[src/rtl/if_fetch.sv]
// Instruction-fetch stage: owns the PC, runs the req/addr_ok/data_ok fetch handshake
// against the instruction SRAM and presents {ce, pc} plus the fetched word to ID.
`timescale 1ns/1ps
module if_fetch #(
  parameter logic [31:0] RESET_PC    = 32'hbfc0_0000,
  parameter int          IF_TO_ID_WD = 33,
  parameter int          BR_WD       = 33,
  parameter int          STALL_WD    = 6
) (
  input  logic                   clk,
  input  logic                   resetn,
  input  logic [STALL_WD-1:0]    stall,
  input  logic [BR_WD-1:0]       br_bus,
  input  logic                   flush,
  input  logic [31:0]            flush_pc,
  output logic                   inst_req,
  output logic [31:0]            inst_addr,
  input  logic                   inst_addr_ok,
  input  logic                   inst_data_ok,
  input  logic [31:0]            inst_rdata,
  output logic [IF_TO_ID_WD-1:0] if_to_id_bus,
  output logic [31:0]            if_inst,
  output logic                   stallreq,
  output logic [1:0]             dbg_state
);

  // SRAM handshake: a request is accepted in any cycle with inst_req & inst_addr_ok;
  // inst_addr holds pc_q until then. Read data returns later with inst_data_ok, in order,
  // at most one fetch outstanding. The ID side sees a valid word only when ce=1.
  typedef enum logic [1:0] {
    S_REQ  = 2'd0,
    S_WAIT = 2'd1,
    S_DROP = 2'd2,
    S_HOLD = 2'd3
  } state_t;

  state_t      state_q, state_d;
  logic [31:0] pc_q, pc_d;
  logic [31:0] ibuf_q, ibuf_d;

  logic        br_e;
  logic [31:0] br_addr;
  logic        ce;
  logic        unused_stall;

  assign br_e         = br_bus[32];
  assign br_addr      = br_bus[31:0];
  assign unused_stall = ^stall[STALL_WD-1:1];

  always_ff @(posedge clk or negedge resetn) begin
    if (!resetn) begin
      state_q <= S_REQ;
      pc_q    <= RESET_PC;
      ibuf_q  <= 32'b0;
    end else begin
      state_q <= state_d;
      pc_q    <= pc_d;
      ibuf_q  <= ibuf_d;
    end
  end

  always_comb begin
    state_d = state_q;
    pc_d    = pc_q;
    ibuf_d  = ibuf_q;
    unique case (state_q)
      S_REQ: begin
        if (flush) begin
          pc_d    = flush_pc;
          // An accepted request still owes us a data beat, which must be thrown away.
          state_d = inst_addr_ok ? S_DROP : S_REQ;
        end else if (inst_addr_ok) begin
          state_d = S_WAIT;
        end
      end
      S_WAIT: begin
        if (flush) begin
          pc_d    = flush_pc;
          state_d = inst_data_ok ? S_REQ : S_DROP;
        end else if (inst_data_ok) begin
          ibuf_d  = inst_rdata;
          state_d = S_HOLD;
        end
      end
      S_DROP: begin
        if (flush) pc_d = flush_pc;
        if (inst_data_ok) state_d = S_REQ;
      end
      S_HOLD: begin
        if (flush) begin
          pc_d    = flush_pc;
          state_d = S_REQ;
        end else if (!stall[0]) begin
          pc_d    = br_e ? br_addr : pc_q + 32'd4;
          state_d = S_REQ;
        end
      end
      default: state_d = S_REQ;
    endcase
  end

  assign ce           = (state_q == S_HOLD);
  assign inst_req     = (state_q == S_REQ);
  assign inst_addr    = pc_q;
  assign if_to_id_bus = ce ? {1'b1, pc_q} : '0;
  assign if_inst      = ce ? ibuf_q : 32'b0;
  assign stallreq     = ~ce;
  assign dbg_state    = state_q;

endmodule

[config.mk]
export PLATFORM = sky130hd
export DESIGN_NAME = if_fetch
export DESIGN_NICKNAME = d
export VERILOG_FILES = /design/src/rtl/if_fetch.sv
export SDC_FILE = /design/constraint.sdc
export NUM_CORES = 1
export LEC_CHECK = 0
export ABC_AREA = 1
export BUFFER_PORTS_ARGS = -buffer_cell sky130_fd_sc_hd__buf_2
export CAP_MARGIN = 20
export CORE_MARGIN = 5
export CORE_UTILIZATION = 43
export CTS_CLUSTER_SIZE = 20
export DETAILED_ROUTE_END_ITERATION = 10
export GPL_ROUTABILITY_DRIVEN = 0
export PLACE_DENSITY = 0.77
export SLEW_MARGIN = 0
export SYNTH_ARGS = -nofsm -noshare
export SYNTH_HDL_FRONTEND = slang
export SYNTH_SLANG_ARGS = --single-unit
[constraint.sdc]
create_clock -name clk -period 1.3 [get_ports clk]
set_input_delay 0 -clock clk [delete_from_list [all_inputs] [get_ports clk]]
set_output_delay 0 -clock clk [all_outputs]
set_load 0.02 [all_outputs]
==> results.yml, run 1 <==
synthesis:
  ys_ff_latch: 66
  synth-edff-count: 0
  yosysSeqAreaShare_pct: 36.4
  netlist_area_um2: 4570
  synth_async_sr_flop_share_pct: 100
  synth_nets: 798
  syn_area_per_cell_um2: 6.63
  syn-instance-count: 689
  synth_warnings: 0
  synthFlopType: "dfrtp_1"
  synth_cell_types: 36
floorplanning:
  ios: 209
  start_util_pct: 44.2
  die_x_um: 113
  rows: 37
  die_h_um: 113
clock_network:
  clockBufferDepth: 2
  htreeDepth: 3
  numCtsBuffers: 9
  root_buffer: "clkbuf_8"
  cts_sinks: 66
global_routing:
  antenna_found_initial: 3
  overflow: 29
  track_usage_pct: 68.2
  grt_max_degree: 67
placement:
  dpl.hpwl_um: 12500
  place_area_um2: 6200
  place_ws_ns: -0.145
  port_buffers: 203
run_status:
  haltStage: "5_1_grt"
  firstError: "[ERROR GRT-0232] Routing congestion too high. Check the congestion heatmap in the GUI."
  status: "aborted with a tool error"
timing:
  endpoint_type: "register data pin"
  postGrtWorstEndpoint: "inst_addr[6]$_DFFE_PN0P_/D"
through the flow:
| step | std cells | setup TNS, ns | utilization (%) |
|---|---|---|---|
| floorplan | 689 | -0.791 | - |
| detailed placement | 1058 | -2.01 | 60.0 |
| global placement | 1058 | -1.47 | 60.0 |
| CTS | 1173 | -5.85 | 75.7 |
cell usage after synthesis, types with 2 or more instances:
cell type / instances / area (um2)
a31oi_1: 2 / 12.5
nor2_1: 200 / 751
nor2_4: 7 / 78.8
dfstp_2: 9 / 236
xor2_1: 2 / 17.5
nand2_1: 109 / 409
o21ai_0: 18 / 90.1
a21oi_1: 69 / 345
nand2_4: 2 / 22.5
buf_2: 11 / 55.1
dfrtp_1: 57 / 1430
nand3_1: 38 / 190
a21oi_2: 9 / 78.8
nand3_2: 3 / 30.0
nand4_1: 3 / 18.8
clkbuf_1: 15 / 56.3
o21ai_1: 2 / 10.0
a22oi_2: 10 / 125
nand2_2: 11 / 68.8
nor2_2: 7 / 43.8
inv_2: 6 / 22.5
o211ai_1: 4 / 30.0
buf_6: 4 / 45.0
inv_1: 78 / 293
clkinv_1: 2 / 7.51
routing by layer:
metal  GRT overflow  GRT usage, %
met4             15          65.8
met1              0          67.2
met5              0          16.9
met2             14          87.6
met3              0          52.4
cell families after synthesis:
family / Yosys count / synth area share [%]
xor+xnor: 2 / 0.384
flops: 66 / 36.4
simple gates: 381 / 35.8
compound gates: 121 / 16.4
fa+ha+maj: 1 / 0.274
buf+inv: 118 / 10.7
repair_timing:
action	4_1_cts
resized for setup	126
endpoints found under the setup margin	93
setup buffers	22
hold buffers	74
pin swaps	28
endpoints found under the hold margin	130
cloned	4
==> inputs of run 2 (changes only) <==
--- a/config.mk
+++ b/config.mk
@@ -9,11 +9,10 @@
 export BUFFER_PORTS_ARGS = -buffer_cell sky130_fd_sc_hd__buf_2
 export CAP_MARGIN = 20
 export CORE_MARGIN = 5
-export CORE_UTILIZATION = 43
-export CTS_CLUSTER_SIZE = 20
+export CORE_UTILIZATION = 40
 export DETAILED_ROUTE_END_ITERATION = 10
 export GPL_ROUTABILITY_DRIVEN = 0
-export PLACE_DENSITY = 0.77
+export PLACE_DENSITY_LB_ADDON = 0.15
 export SLEW_MARGIN = 0
 export SYNTH_ARGS = -nofsm -noshare
 export SYNTH_HDL_FRONTEND = slang
==> constraint.sdc (replaced) <==
create_clock -name clk -period 1.7 [get_ports clk]
set_input_delay 0 -clock clk [delete_from_list [all_inputs] [get_ports clk]]
set_output_delay 0 -clock clk [all_outputs]
set_load 0.02 [all_outputs]
==> run 2 against run 1 <==
Compared with the run above:
- the run now ends clean
- area after synthesis is the same
- synthesized cell count did not move
==> results.yml, run 2 <==
run_status:
  status: "finished, final reports clean"
cells_and_area:
  area_delta_synth_final_pct: 46.6
  antennaDiodeCount: 0
  final_common_cell: "buf_2"
  mostFrequentLayoutCells: "203 x buf_2, 199 x nor2_1, 109 x nand2_1, 78 x inv_1, 69 x a21oi_1"
  fill_cells: 1081
  drive_gt1_share_pct: 31.8
  num-nets-final: 1057
  utilization_pct: 59.1
timing:
  rsz0062_at_grt: "false"
  tns_ns: 0
  worstMarginPinSlew_ns: 0.500
  fin_skew_ns: 0.00498
  period_share_pct: 92.4
  hold_viol_final: 0
  fmax_ghz: 0.637
  relSlewSlack_pct: 66.3
  slew_violations: 0
  period_minus_slack_ns: 1.57
  setup_viol: 0
clock_network:
  cts_tree: "yes"
  root_buffer: "clkbuf_16"
  cts_sinks: 66
  numCtsBuffers: 9
  htreeDepth: 3
  clkTransAtPathRegs_ns: 0.06
  clkLatencyLatePin_ns: 0.33
  clockBufferDepth: 2
drt:
  firstDrtPassIters: 5
  drc: 0
  wire_per_inst_um: 14.9
  routed-via-count: 5369
  viasPerCell: 4.90
  drtIter0Drc: 346
  postRouteAntennaNets: 0
  routed_wl_um: 16300
synthesis:
  synth_cell_types: 36
  synth_top_area_share_pct: 31.2
  synth_nets: 798
  synth_compound_area_share_pct: 16.4
  syn-instance-count: 689
  netlist_area_um2: 4570
  synthSimpleGateAreaFrac_pct: 35.8
  synth_top_area_cell: "dfrtp_1"
  synthXorXnorAreaFrac_pct: 0.384
  synth_most_common_cell: "nor2_1"
  syn_area_per_cell_um2: 6.63
  yosysSeqAreaShare_pct: 36.4
  synth_top_family_by_area: "simple AND/OR/NAND/NOR gates"
  synth_fa_ha_area_share_pct: 0.274
  ys_ff_latch: 66
  synth_mux_area_share_pct: 0
  synth_async_sr_flop_share_pct: 100
  synth-edff-count: 0
  synthFlopType: "dfrtp_1"
  yosys-top-cells-area: "dfrtp_1 31%, nor2_1 16%, nand2_1 9.0%"
  synth_warnings: 0
  ys_top_cells_by_count: "200 x nor2_1, 109 x nand2_1, 78 x inv_1, 69 x a21oi_1, 57 x dfrtp_1"
worst_setup_path:
  critPathKind: "flip-flop to flip-flop"
  reg2reg_to: "inst_addr[18]$_DFFE_PN0P_"
  required_ns: 1.92
  crit_fanout: 5
  arrival_ns: 1.79
  startpoint: "inst_addr[2]$_DFFE_PN0P_"
  critPathMaxStageDelay_ns: 0.40
  critPathBufInv: 1
  setup.worst_path.end: "inst_addr[18]$_DFFE_PN0P_"
  crit_path_cell_trace: "ha_1 -> inv_1 -> nor2_4 -> nand2_4 -> o21ai_0 -> nand3_1 -> nand2_1 -> a21oi_1"
  rr_worst_depth: 8
  crit_path_top_delay_cell: "dfrtp_1"
  start_kind: "flip-flop"
  cp_top_family: "simple AND/OR/NAND/NOR gates"
  r2r-start: "inst_addr[2]$_DFFE_PN0P_"
  cp-end-kind: "flip-flop"
  ff2ff_setup_slack_ns: 0.13
  path_depth: 8
pwr:
  ir_drop_uv: 865
  powerDensity_nw_per_um2: 1250
  p_leak_nw: 3.52
  power.total_mw: 8.40
global_routing:
  overflow: 0
  top_usage_layer: "met2"
  grt_max_degree: 67
  gr-usage-met1_pct: 28.3
  grt_use_met2_pct: 41.3
  grt_pass1_vias: 5568
  track_usage_pct: 24.1
  grt_first_pass_wirelength_um: 26100
  antenna_found_initial: 0
  grt_util_met3_pct: 5.71
floorplanning:
  die_h_um: 117
  core-area_um2: 11300
  ios: 209
  die-area_um2: 13700
  rows: 39
  start_util_pct: 40.3
  die_x_um: 117
job:
  drv_cap: 0
placement:
  dpl.hpwl_um: 11600
  port_buffers: 203
worst_hold_path:
  min_path_type: "primary input to flip-flop"
run 2: cell counts after synthesis:
No cell type changed its count.
run 2: worst min-delay path, cell delays in order:
cell	delay (ns)
buf_2	0.08
a21oi_1	0.07
a22oi_2	0.15
run 2: how the worst min path moves through the flow:
stage | startpoint | end | slack, ns | cells after the start
6_report | flush_pc[15] | inst_addr[15]$_DFFE_PN0P_ | 0.02 | 3
5_1_grt | flush_pc[15] | inst_addr[15]$_DFFE_PN0P_ | 0.02 | 3
4_1_cts | flush_pc[13] | inst_addr[13]$_DFFE_PN0P_ | 0.003 | 3
3_5_place_dp | resetn | inst_addr[7]$_DFFE_PN0P_ | 0.05 | 2
3_3_place_gp | resetn | inst_addr[9]$_DFFE_PN0P_ | 0.06 | 2
2_1_floorplan | resetn | dbg_state[0]$_DFFE_PN0P_ | -0.30 | 0
run 2: metrics by stage:
step           hold WS, ns  worst slack [ns]  std cells  instance area (um2)
3_5_place_dp        0.0499            0.0779       1016                 5740
3_3_place_gp        0.0553             0.140       1016                 5740
2_1_floorplan       -0.296             0.157        689                 4570
6_report            0.0185             0.129       1096                 6700
4_1_cts            0.00313            0.0830       1095                 6680
5_1_grt             0.0161            0.0135       1096                 6700
run 2: layout make-up:
cell class	count	area (um2)	area share, %
Clock inverter	7	77.6	1.16
Inverter	86	323	4.82
Clock buffer	9	225	3.36
Tap cell	143	179	2.67
Sequential cell	66	1670	24.9
Multi-Input combinational cell	505	2420	36.2
Timing Repair Buffer	280	1800	26.9
run 2: where the power goes:
part / leakage, nW / internal, mW / switching (mW) / total, mW
registers: 0.735 / 2.17 / 0.403 / 2.57
logic: 2.63 / 1.31 / 2.59 / 3.90
clock network: 0.146 / 1.15 / 0.785 / 1.93
total: 3.52 / 4.62 / 3.78 / 8.40
run 2: repair_timing:
action                                  4_1_cts  5_1_grt
endpoints found under the setup margin        0        6
endpoints found under the hold margin       121        0
hold buffers                                 63        0
resized for setup                             0        4
setup buffers                                 0        1
run 2: cells by family (layout without fill, tap and decap cells):
kind of cell	count (synthesis)	after routing
flip-flops	66	66
adder cells (fa/ha/maj)	1	1
AO/OA/AOI/OAI	121	121
AND/OR/NAND/NOR	381	381
buffers and inverters	118	382
XOR/XNOR	2	2
run 2: routing by layer:
metal	vias up	share of wire [%]
met5	-	0
met4	0	3.1
met3	45	7.9
met2	210	50
met1	2436	39
li1	2678	-
No activity file was read; power rests on OpenSTA's default activity.
